**config.mk**
```make
export PLATFORM = sky130hd
export DESIGN_NAME = gate_bias_adder
export DESIGN_NICKNAME = d
export VERILOG_FILES = /design/src/rtl/gate_bias_adder.sv
export SDC_FILE = /design/constraint.sdc
export NUM_CORES = 1
export LEC_CHECK = 0
export BUFFER_PORTS_ARGS = -buffer_cell sky130_fd_sc_hd__buf_4
export CORE_UTILIZATION = 40
export CTS_CLUSTER_SIZE = 28
export DETAILED_ROUTE_END_ITERATION = 16
export PLACE_DENSITY = 0.69
export SETUP_SLACK_MARGIN = 0.2
export SLEW_MARGIN = 20
export SYNTH_ARGS = -nofsm -noshare
export SYNTH_HDL_FRONTEND = slang
export SYNTH_SLANG_ARGS = --single-unit
```
**constraint.sdc**
```tcl
create_clock -name clk -period 3.6 [get_ports clk]
set_input_delay 0.18 -clock clk [delete_from_list [all_inputs] [get_ports clk]]
set_output_delay 0.18 -clock clk [all_outputs]
set_load 0.02 [all_outputs]
```
**src/rtl/gate_bias_adder.sv**
```systemverilog
`timescale 1ns/1ps
`default_nettype none
// ============================================================================
//  Module   : gate_bias_adder
//  Purpose  : Adds a per-row bias vector to each incoming MAC accumulator
//             vector, saturating every lane to the signed D_WL-bit range.
//             Bias rows are fetched by row index from an external buffer.
//             The row index advances on every accepted vector and wraps after
//             row ROWS-1. One output register sits between in and out, with
//             pass-through when the register is being drained.
//  Ports    : clk, rst          - clock, synchronous active-high reset
//             seq_start         - pulse: restart the row sequence at row 0
//             in_valid/in_ready - input handshake for in_data
//             in_data           - UNITS_NUM lanes of D_WL bits
//             bias_addr         - row address to the bias buffer
//             bias_in           - bias row for bias_addr (combinational)
//             out_valid/out_ready - output handshake for out_data
//             out_data, out_last  - biased vector, last-row marker
//             sat_flag          - sticky: some lane clipped since rst/seq_start
//  Revision : 1.0 - initial release
// ============================================================================
module gate_bias_adder #(
    parameter int D_WL      = 24,
    parameter int UNITS_NUM = 5,
    parameter int ROWS      = 6
) (
    input  logic                      clk,
    input  logic                      rst,
    input  logic                      seq_start,
    input  logic                      in_valid,
    output logic                      in_ready,
    input  logic [UNITS_NUM*D_WL-1:0] in_data,
    output logic [7:0]                bias_addr,
    input  logic [UNITS_NUM*D_WL-1:0] bias_in,
    output logic                      out_valid,
    input  logic                      out_ready,
    output logic [UNITS_NUM*D_WL-1:0] out_data,
    output logic                      out_last,
    output logic                      sat_flag
);

    localparam int         C_VEC_W    = UNITS_NUM * D_WL;
    localparam logic [7:0] C_LAST_ROW = 8'(ROWS - 1);

    logic [7:0]         row_q,       row_d;
    logic               out_valid_q, out_valid_d;
    logic [C_VEC_W-1:0] out_data_q,  out_data_d;
    logic               out_last_q,  out_last_d;
    logic               sat_q,       sat_d;

    logic               w_in_accept;
    logic               w_out_accept;
    logic               w_any_clip;
    logic               w_last_row;
    logic [C_VEC_W-1:0] w_sat_vec;
    logic [UNITS_NUM-1:0] w_clip;

    // Single output register: it can take a new vector whenever it is empty
    // or is being emptied in this same cycle.
    assign in_ready     = !out_valid_q || out_ready;
    assign w_in_accept  = in_valid && in_ready;
    assign w_out_accept = out_valid_q && out_ready;
    assign w_any_clip   = |w_clip;
    assign w_last_row   = (row_q == C_LAST_ROW);

    generate
        for (genvar g = 0; g < UNITS_NUM; g++) begin : g_lane
            logic [D_WL-1:0] w_a;
            logic [D_WL-1:0] w_b;
            logic [D_WL:0]   w_sum;
            logic            w_ovf;

            assign w_a   = in_data[g*D_WL +: D_WL];
            assign w_b   = bias_in[g*D_WL +: D_WL];
            // One guard bit is enough: the sum of two D_WL-bit values always
            // fits in D_WL+1 bits.
            assign w_sum = {w_a[D_WL-1], w_a} + {w_b[D_WL-1], w_b};
            // Out of range exactly when the guard bit disagrees with the
            // would-be sign bit; the guard bit then gives the clip direction.
            assign w_ovf = w_sum[D_WL] ^ w_sum[D_WL-1];
            assign w_clip[g] = w_ovf;
            assign w_sat_vec[g*D_WL +: D_WL] =
                !w_ovf     ? w_sum[D_WL-1:0] :
                w_sum[D_WL] ? {1'b1, {(D_WL-1){1'b0}}} :
                              {1'b0, {(D_WL-1){1'b1}}};
        end
    endgenerate

    always_comb begin
        row_d       = row_q;
        out_valid_d = out_valid_q;
        out_data_d  = out_data_q;
        out_last_d  = out_last_q;
        sat_d       = sat_q;

        if (w_in_accept) begin
            out_data_d  = w_sat_vec;
            out_last_d  = w_last_row;
            out_valid_d = 1'b1;
            row_d       = w_last_row ? 8'd0 : row_q + 8'd1;
        end else if (w_out_accept) begin
            out_valid_d = 1'b0;
        end

        // A concurrent accept has already used the old row above; seq_start
        // only redirects the next row and restarts the saturation history
        // with this cycle's result.
        if (seq_start) begin
            row_d = 8'd0;
            sat_d = w_in_accept && w_any_clip;
        end else if (w_in_accept && w_any_clip) begin
            sat_d = 1'b1;
        end
    end

    always_ff @(posedge clk) begin
        if (rst) begin
            row_q       <= 8'd0;
            out_valid_q <= 1'b0;
            out_data_q  <= '0;
            out_last_q  <= 1'b0;
            sat_q       <= 1'b0;
        end else begin
            row_q       <= row_d;
            out_valid_q <= out_valid_d;
            out_data_q  <= out_data_d;
            out_last_q  <= out_last_d;
            sat_q       <= sat_d;
        end
    end

    assign bias_addr = row_q;
    assign out_valid = out_valid_q;
    assign out_data  = out_data_q;
    assign out_last  = out_last_q;
    assign sat_flag  = sat_q;

endmodule
`default_nettype wire

```
==> qor.csv, run 1 <==
stage,metric,value,unit
status,outcome,"finished, final reports clean",
floorplanning,die_w,171,um
timing,fin_crit_sh,85.4,%
timing,clock_skew,0.00857,ns
floorplanning,die_y,171,um
critical_path,crit_required,3.92,ns
synth,ys_seq_area_share,22.9,%
place,place_ws,0.205,ns
clock_tree,cts_buffers,17,
synth,avgSynthCellArea,8.01,um^2
detailed_routing,wire_per_inst,16.8,um
global_route,antenna_found_initial,0,
timing,max_slew.worst_pin.slew,0.749,ns
min_path,hold_depth,3,
timing,drv_slew,0,
critical_path,crit_chain,buf_4 -> ha_1 -> a2111oi_0 -> o21ai_1 -> a21oi_2 -> nor3_1 -> or3_1 -> a21oi_2 -> o21ai_2 -> xnor2_4 -> buf_4 -> maj3_1 -> a211oi_1,
timing,fin_tns_setup,0,ns
detailed_routing,initialDrtViolationCount,670,
power,p_per_area,415,nW/um^2
synth,ys_ff_latch,131,
clock_tree,cts.sinks,131,
detailed_routing,avgViaCountPerCell,5.45,
cells_and_area,areaGrowthSynthToFinish,34.2,%
timing,setup_viol,0,
clock_tree,cts_hold_buf,0,
synth,synth_top_family_by_area,compound AO/OA/AOI/OAI gates,
global_route,grt_max_degree,62,
detailed_routing,routed_wl,36.5,mm
critical_path,cp_slowest_cell,a2111oi_0,
detailed_routing,first_pass_iters,5,
power,comb_power_share,42.2,%
critical_path,slowest_delay,0.41,ns
timing,whs,0.0292,ns
global_route,grt_pass1_wl,57.0,mm
clock_tree,postCtsResizedCells,0,
power,leakagePower,6.90,nW
synth,synth_adder_area_share,17.5,%
critical_path,crit_type,in -> reg,
synth,synth_edf_count,0,
timing,grt_setup_unrepaired,false,
cells_and_area,final_common_cell,buf_4,
cells_and_area,fin_util,54.9,%
clock_tree,clk_latency,0.42,ns
floorplanning,die_area,29300,um^2
synth,synthCells,1426,
synth,syn_area,11400,um^2
cells_and_area,antennaDiodeCount,0,
clock_tree,cts_root_buf,clkbuf_16,
cells_and_area,final_cell_mix,"buf_4, nor2_1, a21oi_1, dfxtp_1, ha_1",
power,peakVddDrop,0.308,mV
synth,synth_simple_gate_area_share,14.6,%
timing,fin_ws,0.527,ns
floorplanning,core_area,27900,um^2
cells_and_area,postLayoutCellArea,15300,um^2
place,dpl.hpwl,29.3,mm
timing,finalCriticalPeriod,3.07,ns
place,numPortBuffers,376,
synth,yosysUniqueCellTypes,74,
power,p_seq_share,26.9,%
synth,ys_warn_count,0,
synth,synth-async-reset-ratio,0,%
clock_tree,clock_path_buffers,2,
critical_path,r2r_cells,6,
power,clock_power_share,30.9,%
synth,synth_flop_cell,dfxtp_1,
detailed_routing,vias,11800,
cells_and_area,layout.nets,2153,
power,p_sw,2.27,mW
critical_path,endpoint_kind,flop,
global_route,track_usage,24.4,%
place,dpl-instance-area,14700,um^2
synth,synth-xor-area-share,9.03,%
min_path,min_path_type,in -> reg,
critical_path,critPathMaxFanout,22,
global_route,gr-total-overflow,0,
synth,syn-num-nets,1798,
power,p_sw_share,35.7,%
timing,max_freq,325,MHz
synth,synth_compound_area_share,32.1,%
clock_tree,cts.clk_slew.worst_paths,0.06,ns
critical_path,crit_path_start_kind,input pin,
place,gp_congestion,0.935,
clock_tree,postCtsSetupRepairBufs,0,
cells_and_area,layout-drive-gt1-share,27.9,%
clock_tree,cts_tree,yes,
timing,relSlewSlack,50.1,%
global_route,grt_pass1_vias,11300,
floorplanning,start_util,40.9,%
flow_run,cap_violations,0,
power,internal-power,4.10,mW
clock_tree,ctsHtreeMaxLevel,4,
synth,synth_mux_area_share,0,%
floorplanning,pin_count,377,
detailed_routing,ant_nets,0,
detailed_routing,drc,0,
cells_and_area,fillers,2687,
floorplanning,row_count,61,
critical_path,cp.arrival,3.39,ns
timing,final_hold_viol_count,0,
## through the flow
step	cells	total power, mW
detailed placement	2140	4.42
global placement	2140	4.38
CTS	2172	6.40
global route	2172	6.74
finish	2172	6.37
floorplan	1426	3.51
## cell type report
cell class              count  area, um^2  area share (%)
flip-flops and latches    131        2620            17.1
clock buffers              20         467            3.04
clock inverters            12         201            1.31
repair buffers            402        3040            19.8
inverters                  39         146           0.954
multi-input cells        1190        8380            54.7
well taps                 378         473            3.08
## critical path, delay by kind of cell
family	cells	cell delay (ns)
fa+ha+maj	2	0.72
compound gates	6	1.50
simple gates	2	0.47
xor+xnor	1	0.15
buf+inv	2	0.35
## synthesized netlist by cell type, types with 6 or more instances
library cell | n | share of area [%]
nor2_1 | 183 | 6.0
a21oi_1 | 161 | 7.1
dfxtp_1 | 131 | 23
ha_1 | 122 | 13
a211oi_1 | 90 | 5.9
o21ai_0 | 90 | 3.9
xnor2_1 | 76 | 5.8
nand2_1 | 55 | 1.8
clkbuf_1 | 54 | 1.8
a21o_1 | 46 | 3.0
inv_1 | 39 | 1.3
xor2_1 | 35 | 2.7
nor3_1 | 28 | 1.2
o21a_1 | 23 | 1.5
o21ai_1 | 22 | 0.96
nand2b_1 | 20 | 1.1
o21bai_1 | 20 | 1.3
a211oi_2 | 19 | 2.1
nand3_1 | 19 | 0.83
maj3_1 | 18 | 1.6
maj3_2 | 17 | 1.7
nor2b_1 | 11 | 0.60
nand4_1 | 10 | 0.55
a31oi_1 | 9 | 0.49
buf_2 | 8 | 0.35
and3_1 | 7 | 0.38
o211ai_1 | 7 | 0.46
or3_1 | 7 | 0.38
and2_1 | 6 | 0.33
o31ai_1 | 6 | 0.39
## power by group through the flow
stage	Sequential [mW]	Clock [mW]	Combinational (mW)
after detailed placement	1.74	0	2.67
after global routing	1.73	2.07	2.95
after global placement	1.74	0	2.64
after floorplan	1.92	0	1.59
final	1.71	1.96	2.69
after CTS	1.71	2.00	2.69
## state kept, by name, summed over array words and instances, names as in the netlist
signal     flops
bias_addr      8
out_last       1
sat_flag       1
out_valid      1
out_data     120
## routing by layer
| metal | vias to the layer above | GRT usage (%) | wire [um] |
|---|---|---|---|
| met2 | 379 | 42.6 | 17600 |
| li1 | 5962 | - | - |
| met5 | - | 0 | 0 |
| met1 | 5460 | 30.0 | 15700 |
| met3 | 43 | 5.02 | 2440 |
| met4 | 0 | 7.38 | 803 |
## worst paths after layout
| kind | start | end | slack (ns) |
|---|---|---|---|
| max | in_data[30] | out_data[28] | 0.53 |
| min | in_valid | out_valid | 0.03 |
| max reg2reg | out_valid | out_data[22] | 1.56 |
| min reg2reg | out_last | out_last | 0.47 |
## logic make-up (layout without fill, tap and decap cells)
logic type      Yosys count  in the layout
compound gates          547            547
simple gates            367            367
fa+ha+maj               162            162
flops                   131            131
xor+xnor                114            114
buf+inv                 105            473
(Power assumes the default switching activity.)
==> run 2, diff against run 1 <==
--- a/config.mk
+++ b/config.mk
@@ -10,4 +10,5 @@
 export CTS_CLUSTER_SIZE = 28
 export DETAILED_ROUTE_END_ITERATION = 16
+export GPL_ROUTABILITY_DRIVEN = 0
 export PLACE_DENSITY = 0.69
 export SETUP_SLACK_MARGIN = 0.2
==> constraint.sdc (replaced) <==
create_clock -name clk -period 3.6 [get_ports clk]
set_input_delay 0.36 -clock clk [delete_from_list [all_inputs] [get_ports clk]]
set_output_delay 0.36 -clock clk [all_outputs]
set_load 0.02 [all_outputs]
==> qor.csv, run 2 (same netlist as run 1, synthesis figures left out) <==
stage,metric,value,unit,change
critical_path,crit_start,in_data[24],,was in_data[30]
timing,finalCriticalPeriod,3.21,ns,was 3.07 ns
global_route,track_usage,24.2,%,was 24.4%
power,peakVddDrop,0.267,mV,was 0.308 mV
critical_path,crit_top_cell,a211oi_2,,
detailed_routing,first_pass_iters,5,,unchanged
timing,grt_setup_unrepaired,false,,unchanged
timing,setup_viol,0,,unchanged
detailed_routing,drc,0,,unchanged
floorplanning,row_count,61,,unchanged
clock_tree,cts.clk_slew.worst_paths,0.06,ns,about the same
cells_and_area,fin_util,55.3,%,was 54.9%
critical_path,crit_type,in -> reg,,unchanged
power,p_sw_share,36.2,%,was 35.7%
cells_and_area,final_common_cell,buf_4,,unchanged
floorplanning,core_area,27900,um^2,unchanged
timing,max_slew.worst_pin.slew,0.785,ns,was 0.749 ns
clock_tree,cts_hold_buf,0,,unchanged
power,clock_power_share,29.5,%,was 30.9%
min_path,min_path_type,in -> reg,,unchanged
critical_path,endpoint_kind,flop,,unchanged
cells_and_area,antennaDiodeCount,0,,unchanged
timing,fin_crit_sh,89.2,%,was 85.4%
critical_path,slowest_delay,0.37,ns,was 0.41 ns
timing,drv_slew,0,,unchanged
critical_path,crit_path_start_kind,input pin,,unchanged
detailed_routing,avgViaCountPerCell,5.45,,about the same
power,p_per_area,409,nW/um^2,was 415 nW/um^2
global_route,antenna_found_initial,0,,unchanged
place,place_ws,-0.0525,ns,was 0.205 ns
power,p_seq_share,27.2,%,was 26.9%
power,leakagePower,6.96,nW,was 6.90 nW
critical_path,crit_chain,buf_4 -> ha_1 -> inv_1 -> fa_2 -> nor2b_2 -> o31a_2 -> o21ai_2 -> a211oi_2 -> o221ai_2 -> a311oi_2 -> or2_1 -> nand4_1 -> a41o_1 -> buf_12 -> maj3_1 -> a211oi_2,,was buf_4 -> ha_1 -> a2111oi_0 -> o21ai_1 -> a21oi_2 -> nor3_1 -> or3_1 -> a21oi_2 -> o21ai_2 -> xnor2_4 -> buf_4 -> maj3_1 -> a211oi_1
cells_and_area,final_cell_mix,"buf_4, nor2_1, a21oi_1, dfxtp_1, ha_1",,unchanged
timing,max_freq,311,MHz,was 325 MHz
clock_tree,cts_root_buf,clkbuf_16,,unchanged
clock_tree,cts_tree,yes,,unchanged
detailed_routing,vias,11900,,was 11800
floorplanning,start_util,40.9,%,unchanged
timing,fin_ws,0.388,ns,was 0.527 ns
timing,clock_skew,0.00950,ns,was 0.00857 ns
critical_path,cp_slowest_cell,maj3_1,,was a2111oi_0
cells_and_area,layout.nets,2164,,was 2153
floorplanning,die_area,29300,um^2,unchanged
detailed_routing,wire_per_inst,16.6,um,was 16.8 um
floorplanning,die_w,171,um,unchanged
critical_path,crit_required,3.93,ns,was 3.92 ns
detailed_routing,initialDrtViolationCount,640,,was 670
clock_tree,clock_path_buffers,2,,unchanged
clock_tree,cts_buffers,17,,unchanged
detailed_routing,routed_wl,36.3,mm,was 36.5 mm
status,outcome,"finished, final reports clean",,unchanged
critical_path,r2r_start,out_valid,,unchanged
detailed_routing,ant_nets,0,,unchanged
clock_tree,cts.sinks,131,,unchanged
critical_path,cp.arrival,3.54,ns,was 3.39 ns
critical_path,critPathMaxFanout,23,,was 22
floorplanning,pin_count,377,,unchanged
floorplanning,die_y,171,um,unchanged
power,power,6.31,mW,was 6.37 mW
cells_and_area,largest_reg_flops,120,,unchanged
global_route,grt_max_degree,79,,was 62
clock_tree,clk_latency,0.42,ns,about the same
power,p_sw,2.28,mW,was 2.27 mW
place,numPortBuffers,376,,unchanged
place,dpl-instance-area,14800,um^2,was 14700 um^2
global_route,grt_pass1_vias,11300,,about the same
cells_and_area,areaGrowthSynthToFinish,35.1,%,was 34.2%
global_route,gr-total-overflow,0,,unchanged
power,comb_power_share,43.3,%,was 42.2%
cells_and_area,layout-drive-gt1-share,28.4,%,was 27.9%
global_route,grt_pass1_wl,56.5,mm,was 57.0 mm
place,dpl.hpwl,29.1,mm,was 29.3 mm
timing,final_hold_viol_count,0,,unchanged
clock_tree,ctsHtreeMaxLevel,4,,unchanged
min_path,min-delay-start,in_valid,,unchanged
flow_run,cap_violations,0,,unchanged
cells_and_area,postLayoutCellArea,15400,um^2,was 15300 um^2
power,internal-power,4.03,mW,was 4.10 mW
timing,relSlewSlack,47.7,%,was 50.1%
[run 2: changes by cell type in the layout (fill, tap and decap cells not counted), moves of 2 or more]
| cell | delta |
|---|---|
| buf_4 | +7 |
| buf_12 | +4 |
| clkbuf_8 | -2 |
| clkinv_4 | +2 |
[run 2: area by class of cell]
class | count | area, um^2
clock inverters | 12 | 181
well taps | 378 | 473
repair buffers | 413 | 3180
multi-input cells | 1190 | 8400
fillers | 2644 | 12500
flip-flops and latches | 131 | 2620
clock buffers | 19 | 443
inverters | 39 | 146
[run 2: timing repair]
item                                    4_1_cts  5_1_grt
resized for setup                             0        3
buffers inserted                              0        2
endpoints found under the hold margin         0        0
endpoints found under the setup margin        0        4
[run 2: metal layers]
metal	global-route usage (%)	vias up	share of wire, %
met5	0	-	0
met4	8.07	0	2.4
met3	4.58	48	6.4
met2	42.6	374	49
met1	29.2	5483	42
li1	-	5994	-
[run 2: per-stage QoR]
| stage | TNS (ns) | hold WS (ns) | instances |
|---|---|---|---|
| finish | 0 | 0.211 | 2182 |
| global route | 0 | 0.225 | 2182 |
| CTS | 0 | 0.187 | 2180 |
| detailed placement | -0.124 | 0.450 | 2149 |
| global placement | 0 | 0.445 | 2149 |
| floorplan | 0 | 0.489 | 1426 |
[run 2: path summary, 6_finish.rpt]
path | to | slack [ns] | cells after the start
worst max-delay path | out_data[26] | 0.39 | 16
worst min register to register | out_last | 0.46 | 2
worst max register to register | out_data[34] | 1.57 | 5
worst min-delay path | out_valid | 0.21 | 3
[run 2: critical path, delay by kind of cell]
kind	cells	cell delay, ns
adders and majority gates	3	0.91
buffers and inverters	3	0.33
AOI/OAI and AO/OA	7	1.52
and+or+nand+nor	3	0.42
[run 2: power by group through the flow]
stage	clock network [mW]	logic [mW]	registers, mW
floorplan	0	1.59	1.92
global placement	0	2.68	1.74
detailed placement	0	2.72	1.74
CTS	1.90	2.73	1.71
global route	1.97	2.99	1.73
finish	1.86	2.73	1.72
==> run 3, diff against run 2 <==
CAP_MARGIN = 20   (was not set)
CORE_MARGIN = 3   (was not set)
==> qor.csv, run 3 (same netlist as run 1, synthesis figures left out) <==
stage,metric,value,unit,change
power,leakagePower,6.96,nW,about the same
timing,fin_tns_setup,0,ns,unchanged
global_route,gr-total-overflow,0,,unchanged
global_route,grt_max_degree,57,,was 79
floorplanning,row_count,61,,unchanged
floorplanning,die_y,175,um,was 171 um
place,placedCellCount,2151,,was 2149
critical_path,endpoint_kind,flop,,unchanged
detailed_routing,wire_per_inst,16.9,um,was 16.6 um
place,dpl.hpwl,29.7,mm,was 29.1 mm
cells_and_area,antennaDiodeCount,0,,unchanged
critical_path,cp.arrival,3.50,ns,was 3.54 ns
flow_run,cap_violations,0,,unchanged
detailed_routing,drc,0,,unchanged
clock_tree,cts_buffers,17,,unchanged
cells_and_area,largest_reg_flops,120,,unchanged
place,place_ws,0.0297,ns,was -0.0525 ns
clock_tree,ctsHtreeMaxLevel,4,,unchanged
clock_tree,cts.clk_slew.worst_paths,0.06,ns,about the same
detailed_routing,routed_wl,36.8,mm,was 36.3 mm
place,numPortBuffers,376,,unchanged
detailed_routing,vias,11900,,about the same
power,peakVddDrop,0.259,mV,was 0.267 mV
timing,whs,0.217,ns,was 0.211 ns
clock_tree,cts_tree,yes,,unchanged
clock_tree,clock_path_buffers,2,,unchanged
timing,grt_setup_unrepaired,false,,unchanged
critical_path,crit_chain,buf_4 -> ha_1 -> inv_1 -> fa_1 -> nand2b_1 -> a21oi_1 -> o21bai_2 -> o211a_1 -> o31ai_4 -> a21oi_1 -> o21ai_1 -> o21ai_0 -> or4_1 -> and4_1 -> a31oi_1,,was buf_4 -> ha_1 -> inv_1 -> fa_2 -> nor2b_2 -> o31a_2 -> o21ai_2 -> a211oi_2 -> o221ai_2 -> a311oi_2 -> or2_1 -> nand4_1 -> a41o_1 -> buf_12 -> maj3_1 -> a211oi_2
cells_and_area,final_common_cell,buf_4,,unchanged
timing,relSlewSlack,49.8,%,was 47.7%
floorplanning,start_util,40.9,%,unchanged
power,p_per_area,413,nW/um^2,was 409 nW/um^2
critical_path,crit_top_cell,a21oi_1,,was a211oi_2
clock_tree,cts_root_buf,clkbuf_16,,unchanged
cells_and_area,final_cell_count_no_fill,2182,,unchanged
global_route,grt_pass1_vias,11400,,was 11300
cells_and_area,final_cell_mix,"buf_4, nor2_1, a21oi_1, dfxtp_1, ha_1",,unchanged
critical_path,slowest_delay,0.42,ns,was 0.37 ns
timing,setup_viol,0,,unchanged
timing,finalCriticalPeriod,3.16,ns,was 3.21 ns
timing,fin_crit_sh,87.9,%,was 89.2%
timing,max_freq,316,MHz,was 311 MHz
timing,fin_ws,0.436,ns,was 0.388 ns
detailed_routing,first_pass_iters,5,,unchanged
timing,clock_skew,0.0119,ns,was 0.00950 ns
critical_path,crit_buf_inv,2,,was 3
global_route,track_usage,23.2,%,was 24.2%
clock_tree,cts_hold_buf,0,,unchanged
critical_path,crit_type,in -> reg,,unchanged
clock_tree,clk_latency,0.42,ns,about the same
clock_tree,cts.sinks,131,,unchanged
timing,final_hold_viol_count,0,,unchanged
timing,drv_slew,0,,unchanged
detailed_routing,ant_nets,0,,unchanged
floorplanning,die_area,30600,um^2,was 29300 um^2
place,dpl-instance-area,14800,um^2,about the same
critical_path,cp_top_family,compound AO/OA/AOI/OAI gates,,unchanged
cells_and_area,layout.nets,2164,,unchanged
floorplanning,pin_count,377,,unchanged
cells_and_area,postLayoutCellArea,15500,um^2,was 15400 um^2
status,outcome,"finished, final reports clean",,unchanged
min_path,min_path_type,in -> reg,,unchanged
global_route,grt_pass1_wl,58.3,mm,was 56.5 mm
critical_path,crit_required,3.94,ns,was 3.93 ns
critical_path,cp_slowest_cell,or4_1,,was maj3_1
global_route,antenna_found_initial,0,,unchanged
floorplanning,die_w,175,um,was 171 um
floorplanning,core_area,27900,um^2,unchanged
cells_and_area,layout-drive-gt1-share,28.4,%,about the same
detailed_routing,avgViaCountPerCell,5.43,,was 5.45
timing,max_slew.worst_pin.slew,0.749,ns,was 0.785 ns
critical_path,critPathMaxFanout,4,,was 23
cells_and_area,areaGrowthSynthToFinish,35.2,%,was 35.1%
detailed_routing,initialDrtViolationCount,662,,was 640
critical_path,crit_path_start_kind,input pin,,unchanged
==> run 3: through the flow <==
| step | power (mW) | util, % |
|---|---|---|
| after floorplan | 3.51 | - |
| after global placement | 4.41 | 52.9 |
| after detailed placement | 4.46 | 52.9 |
| after CTS | 6.43 | 55.3 |
| after global routing | 6.78 | 55.3 |
| final | 6.39 | 55.3 |
==> run 3: area by class of cell <==
type | instances | area [um^2]
Fill cell | 2624 | 12500
Clock inverter | 12 | 204
Multi-Input combinational cell | 1190 | 8390
Clock buffer | 19 | 453
Sequential cell | 131 | 2620
Timing Repair Buffer | 413 | 3160
Tap cell | 378 | 473
Inverter | 39 | 146
==> run 3: timing repair <==
| item | in CTS | in global routing |
|---|---|---|
| resized for setup | 0 | 1 |
| endpoints found under the setup margin | 0 | 1 |
| buffers inserted | 0 | 0 |
==> run 3: routing by layer <==
| metal | up-vias | share of wire (%) | global-route usage (%) |
|---|---|---|---|
| li1 | 5989 | - | - |
| met4 | 0 | 2.3 | 7.45 |
| met3 | 48 | 6.8 | 5.13 |
| met5 | - | 0 | 0 |
| met1 | 5418 | 42 | 28.1 |
| met2 | 396 | 49 | 40.7 |
==> run 3: path summary, 6_finish.rpt <==
check / startpoint / endpoint / slack, ns / cells past startpoint
setup / recovery: in_data[0] / out_data[22] / 0.44 / 15
hold / removal: in_valid / out_valid / 0.22 / 3
setup reg to reg: out_valid / out_data[109] / 1.57 / 5
hold reg to reg: out_data[65] / out_data[65] / 0.49 / 2
==> run 3: tightest hold or removal path, cell delays in order <==
cell	delay (ns)
buf_4	0.12
inv_1	0.04
a21oi_1	0.05
==> run 3: report_power, final <==
part | internal [mW] | total (mW) | switching (mW)
Combinational | 1.23 | 2.73 | 1.50
Sequential | 1.61 | 1.72 | 0.102
Clock | 1.27 | 1.94 | 0.679
Total | 4.11 | 6.39 | 2.28
